$ cat config.mk
export PLATFORM = sky130hd
export DESIGN_NAME = pipelined_rca
export DESIGN_NICKNAME = d
export VERILOG_FILES = /design/src/rtl/pipelined_rca.sv
export SDC_FILE = /design/constraint.sdc
export NUM_CORES = 1
export LEC_CHECK = 0
export ABC_CLOCK_PERIOD_IN_PS = 3680
export BUFFER_PORTS_ARGS = -buffer_cell sky130_fd_sc_hd__buf_2
export CAP_MARGIN = 0
export CORE_MARGIN = 2
export CORE_UTILIZATION = 40
export DETAILED_ROUTE_END_ITERATION = 10
export GPL_ROUTABILITY_DRIVEN = 0
export PLACE_DENSITY_LB_ADDON = 0.3
export SYNTH_ARGS = -nofsm -noshare
export SYNTH_HDL_FRONTEND = slang
export SYNTH_SLANG_ARGS = --single-unit
$ cat constraint.sdc
create_clock -name clk -period 3.68 [get_ports clk]
set_input_delay 1.104 -clock clk [delete_from_list [all_inputs] [get_ports clk]]
set_output_delay 1.104 -clock clk [all_outputs]
set_load 0.01 [all_outputs]
$ cat src/rtl/pipelined_rca.sv
// pipelined_rca: chunked ripple-carry add/sub, valid/ready, global stall.
// Define PIPELINED_RCA_OVF_EN to add the signed overflow output ovf.
module pipelined_rca #(
  parameter int WIDTH  = 16,
  parameter int STAGES = 4
) (
  input  logic             clk,
  input  logic             rst_n,
  input  logic             in_valid,
  output logic             in_ready,
  input  logic [WIDTH-1:0] a,
  input  logic [WIDTH-1:0] b,
  input  logic             cin,
  input  logic             sub,
  output logic             out_valid,
  input  logic             out_ready,
  output logic [WIDTH-1:0] sum,
`ifdef PIPELINED_RCA_OVF_EN
  output logic             ovf,
`endif
  output logic             cout
);

  localparam int CW = WIDTH / STAGES;

  logic [WIDTH-1:0] a_q [STAGES];
  logic [WIDTH-1:0] a_d [STAGES];
  logic [WIDTH-1:0] b_q [STAGES];
  logic [WIDTH-1:0] b_d [STAGES];
  logic [WIDTH-1:0] s_q [STAGES];
  logic [WIDTH-1:0] s_d [STAGES];
  logic [STAGES-1:0] v_q, v_d;
  logic [STAGES-1:0] c_q, c_d;

  logic [WIDTH-1:0] x_a [STAGES];
  logic [WIDTH-1:0] x_b [STAGES];
  logic [WIDTH-1:0] x_s [STAGES];
  logic [STAGES-1:0] x_c, x_v;

  logic advance;

`ifdef PIPELINED_RCA_OVF_EN
  logic ovf_q, ovf_d;
`endif

  assign advance   = !v_q[STAGES-1] || out_ready;
  assign in_ready  = advance;
  assign out_valid = v_q[STAGES-1];
  assign sum       = s_q[STAGES-1];
  assign cout      = c_q[STAGES-1];
`ifdef PIPELINED_RCA_OVF_EN
  assign ovf       = ovf_q;
`endif

  // Stage inputs: conditioned operands for stage 0, previous regs after.
  always_comb begin
    x_a    = '{default: '0};
    x_b    = '{default: '0};
    x_s    = '{default: '0};
    x_a[0] = a;
    x_b[0] = b ^ {WIDTH{sub}};
    x_s[0] = '0;
    x_c    = '0;
    x_v    = '0;
    x_c[0] = sub | cin;
    x_v[0] = in_valid;
    for (int k = 1; k < STAGES; k++) begin
      x_a[k] = a_q[k-1];
      x_b[k] = b_q[k-1];
      x_s[k] = s_q[k-1];
      x_c[k] = c_q[k-1];
      x_v[k] = v_q[k-1];
    end
  end

  always_comb begin
    logic [WIDTH-1:0] sv;
    logic             cv;
`ifdef PIPELINED_RCA_OVF_EN
    logic             cm;
    cm    = 1'b0;
    ovf_d = 1'b0;
`endif
    sv  = '0;
    cv  = 1'b0;
    a_d = '{default: '0};
    b_d = '{default: '0};
    s_d = '{default: '0};
    c_d = '0;
    v_d = '0;
    for (int k = 0; k < STAGES; k++) begin
      sv = x_s[k];
      cv = x_c[k];
      for (int j = 0; j < CW; j++) begin
`ifdef PIPELINED_RCA_OVF_EN
        cm = cv;
`endif
        sv[k*CW+j] = x_a[k][k*CW+j] ^ x_b[k][k*CW+j] ^ cv;
        cv = (x_a[k][k*CW+j] & x_b[k][k*CW+j]) |
             (cv & (x_a[k][k*CW+j] ^ x_b[k][k*CW+j]));
      end
      a_d[k] = x_a[k];
      b_d[k] = x_b[k];
      s_d[k] = sv;
      c_d[k] = cv;
      v_d[k] = x_v[k];
    end
`ifdef PIPELINED_RCA_OVF_EN
    ovf_d = cm ^ cv;
`endif
  end

  // Data loads only with a valid op so the output holds across bubbles.
  always_ff @(posedge clk or negedge rst_n) begin
    if (!rst_n) begin
      v_q <= '0;
      c_q <= '0;
      a_q <= '{default: '0};
      b_q <= '{default: '0};
      s_q <= '{default: '0};
`ifdef PIPELINED_RCA_OVF_EN
      ovf_q <= 1'b0;
`endif
    end else if (advance) begin
      v_q <= v_d;
      for (int k = 0; k < STAGES; k++) begin
        if (v_d[k]) begin
          a_q[k] <= a_d[k];
          b_q[k] <= b_d[k];
          s_q[k] <= s_d[k];
          c_q[k] <= c_d[k];
        end
      end
`ifdef PIPELINED_RCA_OVF_EN
      if (v_d[STAGES-1]) ovf_q <= ovf_d;
`endif
    end
  end

endmodule

==> flow_metrics.env <==
export IMPL_die_h_um=106
export IMPL_status="finished, final reports clean"
export IMPL_hold_depth=2
export IMPL_setup_tns_ns=0
export IMPL_wl_per_cell_um=14.3
export IMPL_synthToLayoutAreaGrowth_pct=12.7
export IMPL_num_rows=37
export IMPL_cts_clk_slew_worst_paths_ns=0.08
export IMPL_vias=2266
export IMPL_core_um2=10200
export IMPL_cts_resized=0
export IMPL_antenna_left=0
export IMPL_syn_mean_instance_area_um2=14.0
export IMPL_place_hpwl_um=4900
export IMPL_drc=0
export IMPL_rsz0062_at_grt="no"
export IMPL_die_x_um=106
export IMPL_reg2regPathDepth=8
export IMPL_cts_root_buf="clkbuf_8"
export IMPL_cts_buffers=9
export IMPL_grt_usage_pct=13.9
export IMPL_regToRegStartpoint="a_d[12]$_DFFE_PN0P_"
export IMPL_syn_inst=299
export IMPL_first_iter_violations=84
export IMPL_synth_distinct_cells=20
export IMPL_cts_sinks=96
export IMPL_synth_top_cell_by_area="dfrtp_1"
export IMPL_maxClockFrequency_mhz=337
export IMPL_grt_max_degree=97
export IMPL_routed_via_density=4.62
export IMPL_critPathRequiredTime_ns=3.92
export IMPL_synth_area_um2=4190
export IMPL_first_pass_iters=4
export IMPL_htreeDepth=3
export IMPL_finalPower_mw=3.78
export IMPL_port_buffers=56
export IMPL_finalNetCount=408
export IMPL_initial_core_util_pct=41.0
export IMPL_slowest_delay_ns=0.41
export IMPL_grt_pass1_wl_um=12200
export IMPL_grt_overflow_total=0
export IMPL_critPathKind="in2reg"
export IMPL_skew_ns=0.00813
export IMPL_slew_headroom_pct=56.1
export IMPL_cts_hold_fix_buffers=0
export IMPL_ir_drop_v=0.000229
export IMPL_ios=57
export IMPL_antenna_found_initial=0
export IMPL_yosys_area_top_type_share_pct=57.3
export IMPL_wirelength_um=7020
export IMPL_ys_warnings_count=0
export IMPL_endpoint_kind="flip-flop"
export IMPL_worstMarginPinSlew_ns=0.657
export IMPL_insertion_delay_ns=0.35
export IMPL_layout_drive_gt1_share_pct=40.0
export IMPL_hold_violations=0
export IMPL_critPathMaxFanout=3
export IMPL_crit_chain="buf_2 -> xor2_1 -> fa_1 -> inv_1 -> fa_1 -> fa_1 -> inv_1 -> fa_1 -> mux2_2"
export IMPL_clockBufferDepth=2
export IMPL_startpoint_type="input pin"
export IMPL_powerDensity_nw_per_um2=799
export IMPL_r2r_end="sum[15]$_DFFE_PN0P_"
export IMPL_drv_slew=0
export IMPL_antenna_cells=0
export IMPL_post_cts_buffers=0
export IMPL_cp_arrival_ns=3.21
export IMPL_maxCapViolations=0
export IMPL_yosys_top_cells_area="dfrtp_1 (57%), mux2_2 (17%), fa_1 (7.6%)"
export IMPL_hp_class="reg2reg"
export IMPL_slowest_stage="fa_1"
export IMPL_rrSetupSlack_ns=1.48
export IMPL_synth_fp_nets=353
export IMPL_tritoncts="yes"
export IMPL_timing_final_crit_share_pct=80.7
export IMPL_fin_crit_ns=2.97
export IMPL_leakage_nw=2.23
export IMPL_cp_common_cell="fa_1"
export IMPL_hold_end="v_q[3]$_DFFE_PN0N_"
export IMPL_dieArea_um2=11300
export IMPL_setup_violations_final=0
export IMPL_seq_area_frac_synth_pct=57.3
export IMPL_grt_pass1_vias=2461
export IMPL_synth_seq_cells=96
export IMPL_holdCritStartpoint="v_q[2]$_DFFE_PN0N_"
==> power breakdown <==
group | total [mW] | switching, mW | internal (mW) | leakage [nW]
combinational | 1.41 | 0.647 | 0.762 | 1.04
clock | 0.568 | 0.321 | 0.247 | 0.0797
sequential | 1.80 | 0.257 | 1.54 | 1.11
==> metal layers <==
metal | part of all wire, % | routed length (um) | up-vias | GRT usage, %
met1 | 49 | 3440 | 1123 | 19.7
met3 | 4.1 | 291 | 10 | 3.37
met5 | 0 | 0 | - | 0
met2 | 45 | 3180 | 47 | 20.3
li1 | - | - | 1086 | -
met4 | 1.6 | 112 | 0 | 5.92
==> cells by family (layout without fill, tap and decap cells) <==
group / Yosys count / count (layout) / synth area share (%)
compound gates: 28 / 28 / 3.34
xor+xnor: 16 / 16 / 3.34
fa+ha+maj: 16 / 16 / 7.64
buf+inv: 53 / 109 / 5.85
flops: 96 / 96 / 57.3
mux: 77 / 77 / 20.7
simple gates: 13 / 13 / 1.85
==> synth_stat cells <==
cell	count
xnor2_1	12
o21ai_0	8
mux2i_1	11
a21oi_1	20
inv_1	38
buf_2	4
clkbuf_1	4
fa_1	16
buf_6	4
and2_4	1
nand2_2	2
or2_2	1
dfrtp_1	96
xor2_1	4
nand2b_4	1
nand2_1	3
nand3_1	5
mux2_4	4
mux2_2	62
buf_4	3
==> sequential cells by signal, summed over array words and instances, names as in the netlist <==
register  flops
v_q           4
s_d          24
a_d          24
sum          16
b_d          24
c_q           4
==> through the flow <==
stage,setup slack (ns),hold slack (ns),instances,util [%],area (um2)
2_1_floorplan,0.123,0.457,299,-,4190
3_3_place_gp,0.425,0.469,479,44.8,4580
3_5_place_dp,0.317,0.476,479,44.8,4580
4_1_cts,0.702,0.497,491,46.2,4730
5_1_grt,0.633,0.525,491,46.2,4730
6_report,0.711,0.498,491,46.2,4730
==> how the worst max path moves through the flow <==
| stage | start | end | slack (ns) | cells after the start |
|---|---|---|---|---|
| global route | sub | s_d[35]$_DFFE_PN0P_ | 0.63 | 9 |
| finish | sub | s_d[35]$_DFFE_PN0P_ | 0.71 | 9 |
| CTS | sub | s_d[35]$_DFFE_PN0P_ | 0.70 | 8 |
| detailed placement | sub | s_d[35]$_DFFE_PN0P_ | 0.32 | 8 |
| floorplan | sub | s_d[35]$_DFFE_PN0P_ | 0.12 | 10 |
| global placement | sub | s_d[35]$_DFFE_PN0P_ | 0.42 | 8 |
==> worst max-delay path, delay by kind of cell <==
kind	cells	cell delay, ns
XOR/XNOR	1	0.19
adder cells (fa/ha/maj)	4	1.38
buffers and inverters	3	0.26
multiplexers	1	0.28
==> cell type report <==
| cell class | instances | area [um2] |
|---|---|---|
| Sequential cell | 96 | 2400 |
| Multi-Input combinational cell | 150 | 1550 |
| Clock buffer | 10 | 138 |
| Fill cell | 929 | 5500 |
| Timing Repair Buffer | 59 | 318 |
| Clock inverter | 2 | 10.0 |
| Inverter | 38 | 143 |
| Tap cell | 136 | 170 |
==> cell usage in the layout (no fill, tap or decap), drive strengths merged <==
cell    Yosys  final
nand3       5      5
dfrtp      96     96
buf        11     59
inv        38     38
xor2        4      4
clkbuf      4     10
nand2       5      5
o21ai       8      8
mux2       66     66
and2        1      1
nand2b      1      1
or2         1      1
xnor2      12     12
a21oi      20     20
mux2i      11     11
clkinv      0      2
fa         16     16
(Power assumes the default switching activity.)
